`src/rtl/truth_table_sweeper_pkg.sv`:
```
// sweeper_pkg: shared FSM state type and vector geometry for the truth table sweeper
package sweeper_pkg;
  typedef enum logic [1:0] {IDLE, DRIVE, DONE} state_t;
  localparam int NUM_VECTORS = 8;
  localparam int VEC_W = 3;
endpackage

```
`src/rtl/truth_table_sweeper_if.sv`:
```
// truth_table_sweeper_if: host/circuit-under-test bundle of the sweeper
// master: host and circuit side (drives start, expected, d); slave: the sweeper itself
interface truth_table_sweeper_if;
  import sweeper_pkg::*;
  logic start;
  logic [NUM_VECTORS-1:0] expected;
  logic d;
  logic a, b, c;
  logic busy, done, pass;
  logic [NUM_VECTORS-1:0] captured, mismatch;
  logic [3:0] fail_count;
  modport master (output start, expected, d, input a, b, c, busy, done, pass, captured, mismatch, fail_count);
  modport slave (input start, expected, d, output a, b, c, busy, done, pass, captured, mismatch, fail_count);
endinterface

```
`src/rtl/truth_table_sweeper_settle_timer.sv`:
```
// settle_timer: counts 0..SETTLE while enabled; expire flags the sampling cycle
// ports: clk, rst_n, clear (restart at 0), enable (count), expire (count == SETTLE)
module settle_timer #(
  parameter int SETTLE = 2
) (
  input  logic clk,
  input  logic rst_n,
  input  logic clear,
  input  logic enable,
  output logic expire
);
  logic [3:0] cnt;
  assign expire = cnt == 4'(SETTLE);
  always_ff @(posedge clk or negedge rst_n)
    if (!rst_n) cnt <= '0;
    else if (clear) cnt <= '0;
    else if (enable) cnt <= expire ? '0 : cnt + 4'd1;
endmodule

```
`src/rtl/truth_table_sweeper.sv`:
```
// truth_table_sweeper: sweeps {a,b,c} through 000..111, samples d, grades against expected
// ports: clk, rst_n (async, active-low), bus (slave side of truth_table_sweeper_if)
module truth_table_sweeper
  import sweeper_pkg::*;
#(
  parameter int SETTLE = 2
) (
  input logic clk,
  input logic rst_n,
  truth_table_sweeper_if.slave bus
);
  state_t state, state_d;
  logic [VEC_W-1:0] idx;
  logic [NUM_VECTORS-1:0] exp_q, cap_d, mis_d;
  logic [3:0] pop;
  logic accept, expire, last;
  assign accept = bus.start && state != DRIVE;
  assign last = expire && idx == VEC_W'(NUM_VECTORS - 1);
  settle_timer #(.SETTLE(SETTLE)) u_timer (
    .clk(clk),
    .rst_n(rst_n),
    .clear(accept),
    .enable(state == DRIVE),
    .expire(expire)
  );
  always_ff @(posedge clk or negedge rst_n)
    if (!rst_n) state <= IDLE;
    else state <= state_d;
  always_comb begin
    state_d = accept ? DRIVE : state == DRIVE ? (last ? DONE : DRIVE) : IDLE;
  end
  // grading must see the final sample, so it works on the table as it will be after this edge
  always_comb begin
    cap_d = bus.captured;
    cap_d[idx] = bus.d;
    mis_d = cap_d ^ exp_q;
    pop = '0;
    for (int i = 0; i < NUM_VECTORS; i++) pop = pop + 4'(mis_d[i]);
  end
  always_ff @(posedge clk or negedge rst_n)
    if (!rst_n) begin
      idx <= '0;
      exp_q <= '0;
      bus.captured <= '0;
      bus.mismatch <= '0;
      bus.fail_count <= '0;
      bus.pass <= 1'b0;
    end else if (accept) begin
      idx <= '0;
      exp_q <= bus.expected;
      bus.captured <= '0;
      bus.mismatch <= '0;
      bus.fail_count <= '0;
      bus.pass <= 1'b0;
    end else if (state == DRIVE && expire) begin
      bus.captured <= cap_d;
      idx <= idx + 1'b1;
      if (last) begin
        bus.mismatch <= mis_d;
        bus.fail_count <= pop;
        bus.pass <= mis_d == '0;
      end
    end
  assign {bus.a, bus.b, bus.c} = state == DRIVE ? idx : '0;
  assign bus.busy = state == DRIVE;
  assign bus.done = state == DONE;
endmodule

```
`src/flat_wrapper.sv`:
```
// flat-port wrapper written by rule: the top's interface ports become plain ports
module truth_table_sweeper_flat import sweeper_pkg::*;
#(
  parameter int SETTLE = 2
)
  (clk, rst_n, bus_start, bus_expected, bus_d, bus_a, bus_b, bus_c, bus_busy, bus_done, bus_pass, bus_captured, bus_mismatch, bus_fail_count);
  truth_table_sweeper_if bus_i ();
  input logic clk;
  input logic rst_n;
  input wire logic [$bits(bus_i.start)-1:0] bus_start;
  input wire logic [$bits(bus_i.expected)-1:0] bus_expected;
  input wire logic [$bits(bus_i.d)-1:0] bus_d;
  output wire logic [$bits(bus_i.a)-1:0] bus_a;
  output wire logic [$bits(bus_i.b)-1:0] bus_b;
  output wire logic [$bits(bus_i.c)-1:0] bus_c;
  output wire logic [$bits(bus_i.busy)-1:0] bus_busy;
  output wire logic [$bits(bus_i.done)-1:0] bus_done;
  output wire logic [$bits(bus_i.pass)-1:0] bus_pass;
  output wire logic [$bits(bus_i.captured)-1:0] bus_captured;
  output wire logic [$bits(bus_i.mismatch)-1:0] bus_mismatch;
  output wire logic [$bits(bus_i.fail_count)-1:0] bus_fail_count;
  assign bus_i.start = bus_start;
  assign bus_i.expected = bus_expected;
  assign bus_i.d = bus_d;
  assign bus_a = bus_i.a;
  assign bus_b = bus_i.b;
  assign bus_c = bus_i.c;
  assign bus_busy = bus_i.busy;
  assign bus_done = bus_i.done;
  assign bus_pass = bus_i.pass;
  assign bus_captured = bus_i.captured;
  assign bus_mismatch = bus_i.mismatch;
  assign bus_fail_count = bus_i.fail_count;
  truth_table_sweeper #(.SETTLE(SETTLE)) u_core (.clk(clk), .rst_n(rst_n), .bus(bus_i));
endmodule
```
`config.mk`:
```
export PLATFORM = sky130hd
export DESIGN_NAME = truth_table_sweeper_flat
export DESIGN_NICKNAME = d
export VERILOG_FILES = /design/src/rtl/truth_table_sweeper_pkg.sv /design/src/rtl/truth_table_sweeper_if.sv /design/src/rtl/truth_table_sweeper_settle_timer.sv /design/src/rtl/truth_table_sweeper.sv /design/src/flat_wrapper.sv
export SDC_FILE = /design/constraint.sdc
export NUM_CORES = 1
export LEC_CHECK = 0
export BUFFER_PORTS_ARGS = -buffer_cell sky130_fd_sc_hd__clkbuf_2
export CAP_MARGIN = 40
export CORE_MARGIN = 2
export CORE_UTILIZATION = 40
export CTS_CLUSTER_DIAMETER = 100
export DETAILED_ROUTE_END_ITERATION = 10
export MAX_ROUTING_LAYER = met4
export SLEW_MARGIN = 10
export SYNTH_ARGS = -nofsm -noshare
export SYNTH_HDL_FRONTEND = slang
export SYNTH_SLANG_ARGS = --single-unit
```
`constraint.sdc`:
```
create_clock -name clk -period 4.5 [get_ports clk]
set_input_delay 0.9 -clock clk [delete_from_list [all_inputs] [get_ports clk]]
set_output_delay 0.9 -clock clk [all_outputs]
set_load 0.005 [all_outputs]
```
After elaboration in Yosys (flattened, before gate mapping). Index checks and enable logic that the tools add are counted.

Muxes and demuxes: 23. Shift-type cells: 0. Reduce and logical (&&, ||, !) cells: 9. $mul: 0. Div/mod/pow operators: 0. $lt $le $gt $ge: 2. Bitwise logic cells: 1. $add $sub $neg: 9. Equality and inequality tests: 5.

Operator list (number): $mux 8 (5); $add 4x1->4 (6); $mux 4 (6); $mux 3 (3); $bwmux 8 (1); $logic_not 8->1 (1); $xor 8x8->8 (1); $mux 2 (3); $reduce_bool 2->1 (3); $add 4x1->4 const B (1); $eq 4x2->1 const B (1); $logic_and 1x1->1 (4); $lt 3x4->1 const B (1); $mux 1 (4); $add 3x1->3 const B (1); $demux 1 s3 (1); $eq 3x3->1 const B (1); $ge 3x1->1 const B (1); $add 1x1->2 (1); $eq 2x1->1 const B (1); $eq 2x2->1 const B (1); $ne 2x1->1 const B (1); $reduce_and 2->1 (1).

Memories: 0. Word-level logic and storage cells: 57. Bits in writable memories: 0. Register bits: 38. Input bits: 12. Bits in latches: 0. Bits in read-only memories: 0.

Longest topological paths before layout. Gate-level depths: netlist of the first run.

Word-level depth: 16. Gate-level depth with buffers: 13. Gate-level depth less buffers: 12.

Hierarchy. Synthesis of the first run repeated with hierarchy kept, for this count alone.

Cells, all modules: 210. Area total of the unflattened synthesis: 2095.8 um^2.

Modules (own cells, without submodules): truth_table_sweeper (seq. area each 850.8 um^2, area each 1864.3 um^2, instances 1, cells each 188); settle_timer (seq. area each 100.1 um^2, area each 231.5 um^2, instances 1, cells each 22).

Worst setup path before layout of the first run. Ideal clock, no wire load.

Path kind: input-to-reg. Start point: input bus_d. End point: register u_core.bus.fail_count[2]. Required time: 4.366 ns. Stages on the path: 12. Path slack: 0.596 ns. Library setup time: 0.134 ns. Data arrival time: 3.770 ns. Cells stage by stage: clkbuf_1 -> mux2i_1 -> xor2_1 -> ha_1 -> inv_1 -> fa_1 -> fa_1 -> inv_1 -> fa_1 -> fa_1 -> xnor2_1 -> o21ai_0.

Cells in the longest elaborated chain, start to end: 12.

RTL lines: start: declaration (line flat_wrapper.sv:12) `input wire logic [$bits(bus_i.d)-1:0] bus_d;`; $bwmux 8 * (line truth_table_sweeper.sv:35) `cap_d[idx] = bus.d;`; $xor 8x8->8 * (line truth_table_sweeper.sv:36) `mis_d = cap_d ^ exp_q;`; $add 1x1->2 (line truth_table_sweeper.sv:38) `for (int i = 0; i < NUM_VECTORS; i++) pop = pop + 4'(mis_d[i]);`; $add 4x1->4 (5 in series) (line truth_table_sweeper.sv:38); $add 4x1->4 * (line truth_table_sweeper.sv:38); $mux 4 * (line truth_table_sweeper.sv:58) `if (last) begin`; $mux 4 * (line truth_table_sweeper.sv:55) `end else if (state == DRIVE && expire) begin`; $mux 4 * (line truth_table_sweeper.sv:48) `end else if (accept) begin`; end signal: assignment (line truth_table_sweeper.sv:60) `bus.fail_count <= pop;`; end: declaration (line truth_table_sweeper_if.sv:13) `modport slave (input start, expected, d, output a, b, c, busy, done, pass, captured, mismatch, fail_count);`.

Every way passes the cells marked *; elsewhere a longest branch is shown, timed or not. The select of a mux whose other input is x is not followed. A chain may end at the register's enable or synchronous reset.

Final worst setup path of the first run.
Start point: register u_core.idx[1]. End point: register u_core.bus.fail_count[2].

Cells in the longest elaborated chain, start to end: 16. Elaborated cells between the ends (all ways): 21. Those cells by class: add/sub: 7; order compare: 2; eq/ne: 1; mux: 6; bitwise: 1; reduce/logical: 4.

RTL lines: start: declaration (line truth_table_sweeper.sv:13) `logic [VEC_W-1:0] idx;`; start signal: assignment (line truth_table_sweeper.sv:57) `idx <= idx + 1'b1;`; $lt 3x4->1 (implied by the code) / $ge 3x1->1 (equally long branches) (line truth_table_sweeper.sv:35); $logic_and 1x1->1 (implied by the code) (line truth_table_sweeper.sv:35); $mux 1 (implied by the code) (line truth_table_sweeper.sv:35); $demux 1 s3; $bwmux 8 (line truth_table_sweeper.sv:35); $xor 8x8->8 (line truth_table_sweeper.sv:36); $add 1x1->2 (line truth_table_sweeper.sv:38); $add 4x1->4 (6 in series) (line truth_table_sweeper.sv:38); $mux 4 (line truth_table_sweeper.sv:58); $mux 4 (line truth_table_sweeper.sv:55); $mux 4 (line truth_table_sweeper.sv:48).

Several ways; a longest one is shown, not always the timed one. The select of a mux whose other input is x is not followed.

==> results.tsv, run 1 <==
stage	metric	value	unit
critical_path	CP Data Arrival Time	4.15	ns
sta	RSZ-0062 raised after global routing	false	
power	Sw Pwr	0.000823	W
final_layout	Final Instance Area	2390	um^2
synthesis	post-synthesis cell type count	36	
cts	TritonCTS clock tree	yes	
final_layout	Final nets	250	
grt	Congestion Overflow GR	0	
routing	WL/cell	13.6	um
cts	CTS Buf Count	5	
cts	post_cts resized	0	
final_layout	diode count	0	
routing	Remaining DRCs	0	
floorplanning	Core ar.	5070	um^2
min_path	Worst Hold Class	reg -> reg	
critical_path	element type at the critical path start	flop	
sta	Worst slew margin	41.2	%
floorplanning	Die Span X	76.1	um
synthesis	syn_area_per_cell	10.9	um^2
grt	first-pass GRT wire length	7.04	mm
sta	Clock Skew	0.00918	ns
power	Leak	1.22	nW
sta	Setup TNS	0	ns
final_layout	commonest non-fill, non-tap cells in the layout	38 x dfrtp_1, 37 x clkbuf_2, 20 x o21ai_0	
grt	antenna violations before repair	0	
synthesis	post-synthesis cell area	2080	um^2
critical_path	critical path required time	4.64	ns
critical_path	worst-path fanout max	11	
routing	vias	1478	
synthesis	cells after synthesis	191	
floorplanning	Starting Density	41.0	%
outcome	outcome	completed	
routing	DRT iter0 DRCs	76	
cts	Longest Clk Path Bufs	2	
sta	Tcrit/Tclk final	89.0	%
power	clock power share	11.9	%
cts	clk root buf	clkbuf_8	
floorplanning	die height	76.1	um
final_layout	layout cells sized above 1	27.6	%
cts	H-tree depth	2	
critical_path	worst setup path startpoint	u_core.idx[1]$_DFFE_PN0P_	
grt	Total Routing Usage GR	15.5	%
flow_run	Max-Cap Viols	0	
placed_design	GP Congestion	0.739	
cts	clock sink count	38	
critical_path	R2R setup slack	0.49	ns
synthesis	Syn. warnings	0	
power	Sequential Power Share	31.2	%
grt	vias in the first global route	1525	
sta	final hold viol count	0	
power	Pwr Density	808	nW/um^2
final_layout	area delta synth->final	15.0	%
synthesis	Syn Nets	215	
sta	Final Max Tran Viols	0	
critical_path	Crit. End Element	flop	
cts	cts hold-fix bufs	0	
synthesis	sequential fraction of the synthesis area	45.7	%
placed_design	dpl cells	289	
min_path	launch point of the worst hold path	u_core.u_timer.cnt[3]$_DFFE_PN0P_	
floorplanning	top-level port count	38	
sta	worst-margin pin slew	0.882	ns
min_path	worst hold endpoint	u_core.u_timer.cnt[3]$_DFFE_PN0P_	
synthesis	synthesized flop and latch total	38	
placed_design	number of I/O port buffers	37	
grt	largest net degree at the start of global routing	23	
final_layout	fin cells	295	
sta	Tmin final	4.01	ns
floorplanning	Placement Rows	26	
critical_path	R2R Path Start	u_core.idx[1]$_DFFE_PN0P_	
floorplanning	Die Area	5790	um^2
placed_design	placed inst area	2310	um^2
sta	final setup fails	0	
routing	Antenna Nets Post-Route	0	
sta	Fmax	250	MHz
routing	drt via density	5.01	
critical_path	Crit Reg-Reg Endpoint	u_core.bus.fail_count[2]$_DFFE_PN0P_	
power	Peak VDD IR	0.000353	V
routing	final WL	4.03	mm
cts	clk_lat worst skew	0.29	ns
critical_path	Setup CP Type	reg -> reg	
placed_design	post-DP HPWL	3.04	mm
critical_path	Reg2Reg Depth	12	
routing	1st-pass router iterations	4	
power	Comb pwr share	56.9	%
power	Pint	0.00111	W
min_path	Hold Crit Depth	1	
cts	# Post-CTS Setup Buffers	0	
power	switching share of power	42.5	%
final_layout	most common cell after layout, fill and taps aside	dfrtp_1	
cts	Worst-path clk slew	0.07	ns
-- power groups by stage --
| stage | combinational, W | sequential, W | clock (W) |
|---|---|---|---|
| floorplan | 0.000891 | 0.000559 | 0 |
| finish | 0.00110 | 0.000603 | 0.000230 |
| global route | 0.00132 | 0.000625 | 0.000243 |
| CTS | 0.00112 | 0.000606 | 0.000234 |
| detailed placement | 0.00111 | 0.000612 | 0 |
| global placement | 0.00106 | 0.000611 | 0 |
-- final cells by class --
cell class                 count  area [um^2]
sequential                    38          951
inverter                      15         56.3
timing repair buffer          39          220
clock buffer                   6         82.6
multi-input combinational    127          995
fill                         512         2680
tap                           70         87.6
-- metrics by stage --
stage,utilization (%),worst slack (ns),total power [W],hold slack [ns]
6_report,47.1,0.493,0.00193,0.498
5_1_grt,47.1,0.233,0.00219,0.521
4_1_cts,47.1,0.487,0.00196,0.503
3_5_place_dp,45.5,0.375,0.00173,0.496
3_3_place_gp,45.0,0.457,0.00167,0.477
2_1_floorplan,-,0.596,0.00145,0.451
-- synthesized netlist by cell type --
| cell | number | area, um^2 |
|---|---|---|
| dfrtp_1 | 38 | 951 |
| o21ai_0 | 20 | 100 |
| inv_1 | 15 | 56.3 |
| nand3_1 | 13 | 65.1 |
| nand2_1 | 11 | 41.3 |
| ha_1 | 8 | 100 |
| mux2i_1 | 8 | 80.1 |
| xor2_1 | 8 | 70.1 |
| mux2_2 | 7 | 78.8 |
| nor2_1 | 6 | 22.5 |
| a21oi_1 | 4 | 20.0 |
| buf_6 | 4 | 45.0 |
| clkbuf_1 | 4 | 15.0 |
| fa_1 | 4 | 80.1 |
| o21ai_1 | 4 | 20.0 |
| o22ai_1 | 4 | 25.0 |
| and2_1 | 3 | 18.8 |
| nand3b_4 | 3 | 60.1 |
| nand4_1 | 3 | 18.8 |
| nor3b_2 | 3 | 37.5 |
| a22o_1 | 2 | 17.5 |
| a32o_1 | 2 | 20.0 |
| buf_2 | 2 | 10.0 |
| nand2b_1 | 2 | 12.5 |
| o21bai_1 | 2 | 15.0 |
| a21bo_4 | 1 | 16.3 |
| a21o_1 | 1 | 7.51 |
| a31oi_1 | 1 | 6.26 |
| and3_1 | 1 | 6.26 |
| buf_4 | 1 | 7.51 |
| mux2_1 | 1 | 11.3 |
| nand3_2 | 1 | 10.0 |
| nor2b_1 | 1 | 6.26 |
| nor2b_2 | 1 | 8.76 |
| nor3_2 | 1 | 10.0 |
| xnor2_1 | 1 | 8.76 |
-- registers in the layout, summed over array words and instances, names as in the netlist --
| name | cells |
|---|---|
| u_core.state | 2 |
| u_core.bus.pass | 1 |
| u_core.bus.mismatch | 8 |
| u_core.idx | 3 |
| u_core.u_timer.cnt | 4 |
| u_core.bus.captured | 8 |
| u_core.bus.fail_count | 4 |
| u_core.exp_q | 8 |
-- per-layer routing --
layer  track usage, %  wire length [um]
met5                -                 0
met4             5.82                74
met3             3.32               149
met2             24.6              1870
met1             19.7              1930
-- cells by family (layout without fill, tap and decap cells) --
| logic type | Yosys count | in the layout | share of synthesized area [%] |
|---|---|---|---|
| and+or+nand+nor | 49 | 49 | 15.3 |
| AOI/OAI and AO/OA | 41 | 41 | 11.9 |
| DFF | 38 | 38 | 45.7 |
| buffers and inverters | 26 | 60 | 6.44 |
| muxes | 16 | 16 | 8.18 |
| adders and majority gates | 12 | 12 | 8.66 |
| xor gates and xnor gates | 9 | 9 | 3.79 |
-- worst max-delay path by stage --
stage | end | slack, ns
detailed placement | u_core.bus.fail_count[2]$_DFFE_PN0P_ | 0.37
CTS | u_core.bus.fail_count[2]$_DFFE_PN0P_ | 0.49
global placement | u_core.bus.fail_count[2]$_DFFE_PN0P_ | 0.46
finish | u_core.bus.fail_count[2]$_DFFE_PN0P_ | 0.49
floorplan | u_core.bus.fail_count[2]$_DFFE_PN0P_ | 0.60
global route | u_core.bus.fail_count[2]$_DFFE_PN0P_ | 0.23
-- worst max-delay path, stage by stage, from the launching register on --
cell and delay, ns:
dfrtp_1 0.58, nor3b_2 0.35, mux2i_1 0.25, xor2_1 0.26
ha_1 0.28, inv_1 0.07, fa_1 0.44, fa_1 0.52
inv_1 0.05, fa_1 0.42, fa_1 0.40, xnor2_1 0.15
o21ai_0 0.08
No activity file was read; power rests on OpenSTA's default activity.
==> run 2: changes to the inputs <==
--- a/config.mk
+++ b/config.mk
@@ -5,7 +5,7 @@
 export SDC_FILE = /design/constraint.sdc
 export NUM_CORES = 1
 export LEC_CHECK = 0
-export BUFFER_PORTS_ARGS = -buffer_cell sky130_fd_sc_hd__clkbuf_2
+export BUFFER_PORTS_ARGS = -buffer_cell sky130_fd_sc_hd__buf_2
 export CAP_MARGIN = 40
 export CORE_MARGIN = 2
 export CORE_UTILIZATION = 40
==> run 2 against run 1 <==
Compared with the run above:
- setup slack worse by 0.024 ns
- clock power up 6%
- routed wire length up 0.12%
- clock skew down 0.0032 ns
- combinational power down 4%
- design area up 0.21%
- critical path type unchanged
- worst hold slack better by 0.0044 ns
- critical path depth unchanged
- non-clock buffer count down 1
- largest cell class unchanged
- final cell count up 0.34%
==> results.tsv, run 2 (synthesis gave the netlist of run 1 again) <==
stage	metric	value	unit	change
final_layout	commonest non-fill, non-tap cells in the layout	38 x dfrtp_1, 37 x buf_2, 20 x o21ai_0		
sta	Final Max Tran Viols	0		unchanged
sta	RSZ-0062 raised after global routing	false		
min_path	worst hold endpoint	u_core.bus.mismatch[4]$_DFFE_PN0P_		
critical_path	Crit. End Element	flop		
grt	vias in the first global route	1414		-7.3%
final_layout	Post-Route Utilization	47.2	%	+0.099 points
sta	Setup TNS	0	ns	unchanged
routing	Antenna Nets Post-Route	0		unchanged
sta	Tmin final	4.03	ns	+0.0244 ns
cts	Worst-path clk slew	0.08	ns	about the same
critical_path	Reg2Reg Depth	12		unchanged
grt	Congestion Overflow GR	0		unchanged
sta	final setup fails	0		unchanged
sta	Fmax	248	MHz	-0.61%
placed_design	number of I/O port buffers	37		unchanged
routing	1st-pass router iterations	6		+2
cts	Longest Clk Path Bufs	2		unchanged
cts	clock sink count	38		unchanged
grt	largest net degree at the start of global routing	23		unchanged
sta	Worst slew margin	40.5	%	-0.67 points
placed_design	dpl cells	288		-0.35%
floorplanning	Starting Density	41.0	%	unchanged
routing	WL/cell	13.6	um	-0.21%
final_layout	Final nets	249		-0.40%
min_path	Worst Hold Class	reg -> reg		
critical_path	Top delay family on crit path	adder cells		
critical_path	critical path required time	4.64	ns	about the same
cts	cts hold-fix bufs	0		unchanged
critical_path	CP Depth	12		unchanged
cts	H-tree depth	2		unchanged
power	Leak	1.23	nW	+1.0%
routing	vias	1458		-1.4%
floorplanning	Die Area	5790	um^2	unchanged
routing	drt via density	4.93		-1.7%
grt	antenna violations before repair	0		unchanged
final_layout	layout cells sized above 1	27.9	%	+0.32 points
power	Peak VDD IR	0.000319	V	-9.7%
critical_path	Buf/Inv on CP	2		unchanged
critical_path	most frequent CP cell	fa_1		
critical_path	element type at the critical path start	flop		
sta	worst-margin pin slew	0.892	ns	+0.0100 ns
critical_path	Crit Reg-Reg Endpoint	u_core.bus.fail_count[2]$_DFFE_PN0P_		
critical_path	R2R Path Start	u_core.idx[0]$_DFFE_PN0P_		
routing	final WL	4.03	mm	+0.12%
sta	Clock Skew	0.00594	ns	-0.00324 ns
final_layout	fin cells	296		+0.34%
routing	Remaining DRCs	0		unchanged
sta	hold slack	0.502	ns	+0.00436 ns
critical_path	Slowest-stage cell, CP	dfrtp_1		
min_path	Hold Crit Depth	2		+1
final_layout	area delta synth->final	15.3	%	
min_path	launch point of the worst hold path	u_core.bus.mismatch[4]$_DFFE_PN0P_		
floorplanning	top-level port count	38		unchanged
placed_design	GP Congestion	0.762		+3.1%
critical_path	Max stage delay on crit path	0.67	ns	+0.09 ns
cts	TritonCTS clock tree	yes		
sta	final hold viol count	0		unchanged
critical_path	CP Data Arrival Time	4.17	ns	+0.02 ns
cts	clk root buf	clkbuf_8		
placed_design	placed inst area	2300	um^2	-0.33%
cts	CTS Buf Count	5		unchanged
placed_design	post-DP HPWL	2.99	mm	-1.4%
outcome	outcome	completed		
critical_path	worst path cell trace	nor3b_2 -> mux2i_1 -> xor2_1 -> ha_1 -> inv_1 -> fa_1 -> fa_1 -> inv_1 -> fa_1 -> fa_1 -> xnor2_1 -> o21ai_0		
critical_path	Setup CP Type	reg -> reg		
power	Pwr Density	799	nW/um^2	-1.2%
flow_run	Max-Cap Viols	0		unchanged
floorplanning	Placement Rows	26		unchanged
final_layout	registers with the most flip-flops	u_core.bus.captured: 8 flops, u_core.bus.mismatch: 8 flops, u_core.exp_q: 8 flops		
grt	first-pass GRT wire length	6.89	mm	-2.1%
routing	DRT iter0 DRCs	120		+58%
floorplanning	Die Span X	76.1	um	unchanged
floorplanning	die height	76.1	um	unchanged
cts	# Post-CTS Setup Buffers	0		unchanged
critical_path	worst-path fanout max	12		+1
cts	post_cts resized	0		unchanged
final_layout	Final Instance Area	2400	um^2	+0.21%
final_layout	diode count	0		unchanged
final_layout	most common cell after layout, fill and taps aside	dfrtp_1		
critical_path	R2R setup slack	0.47	ns	-0.02 ns
sta	Tcrit/Tclk final	89.6	%	+0.54 points
grt	Total Routing Usage GR	15.0	%	-0.47 points
cts	clk_lat worst skew	0.28	ns	about the same
floorplanning	Core ar.	5070	um^2	unchanged
## run 2: cell count changes in the layout (fill, tap and decap cells not counted), sizes merged
cell / before / now
buf: 2 / 38
clkinvlp: 0 / 1
clkinv: 0 / 1
clkbuf: 43 / 6
## run 2: layout make-up
cell class | count | area [um^2]
Clock inverter | 2 | 12.5
Multi-Input combinational cell | 127 | 995
Tap cell | 70 | 87.6
Fill cell | 506 | 2680
Sequential cell | 38 | 951
Clock buffer | 6 | 82.6
Inverter | 15 | 56.3
Timing Repair Buffer | 38 | 213
## run 2: through the flow
step / total power [W] / setup slack (ns)
2_1_floorplan: 0.00145 / 0.596
3_3_place_gp: 0.00166 / 0.496
3_5_place_dp: 0.00170 / 0.435
4_1_cts: 0.00195 / 0.461
5_1_grt: 0.00214 / 0.221
6_report: 0.00191 / 0.469
## run 2: worst register-to-register path, delay by kind of cell (launching register included)
kind	cells	cell delay (ns)
adder cells (fa/ha/maj)	5	2.03
flip-flops	1	0.67
XOR/XNOR	2	0.40
AND/OR/NAND/NOR	1	0.34
multiplexers	1	0.25
buffers and inverters	2	0.12
AO/OA/AOI/OAI	1	0.08
## run 2: routing by layer
metal / wire (um) / GRT usage, % / vias up
met2: 1890 / 22.7 / 30
met5: 0 / - / -
li1: - / - / 729
met1: 1940 / 20.7 / 697
met4: 27 / 4.36 / 0
met3: 174 / 3.08 / 2
## run 2: power breakdown
part	internal, W	leakage, nW	total (W)	switching [W]
Sequential	0.000469	0.494	0.000607	0.000138
Combinational	0.000510	0.692	0.00106	0.000554
Clock	0.000123	0.0472	0.000244	0.000121
Total	0.00110	1.23	0.00191	0.000812
## run 2: worst max path at each step
stage	from	endpoint	slack, ns
after CTS	u_core.idx[0]$_DFFE_PN0P_	u_core.bus.fail_count[2]$_DFFE_PN0P_	0.46
final	u_core.idx[0]$_DFFE_PN0P_	u_core.bus.fail_count[2]$_DFFE_PN0P_	0.47
after global placement	bus_d	u_core.bus.fail_count[2]$_DFFE_PN0P_	0.50
after detailed placement	bus_d	u_core.bus.fail_count[2]$_DFFE_PN0P_	0.44
after global routing	u_core.idx[0]$_DFFE_PN0P_	u_core.bus.fail_count[2]$_DFFE_PN0P_	0.22
after floorplan	bus_d	u_core.bus.fail_count[2]$_DFFE_PN0P_	0.60
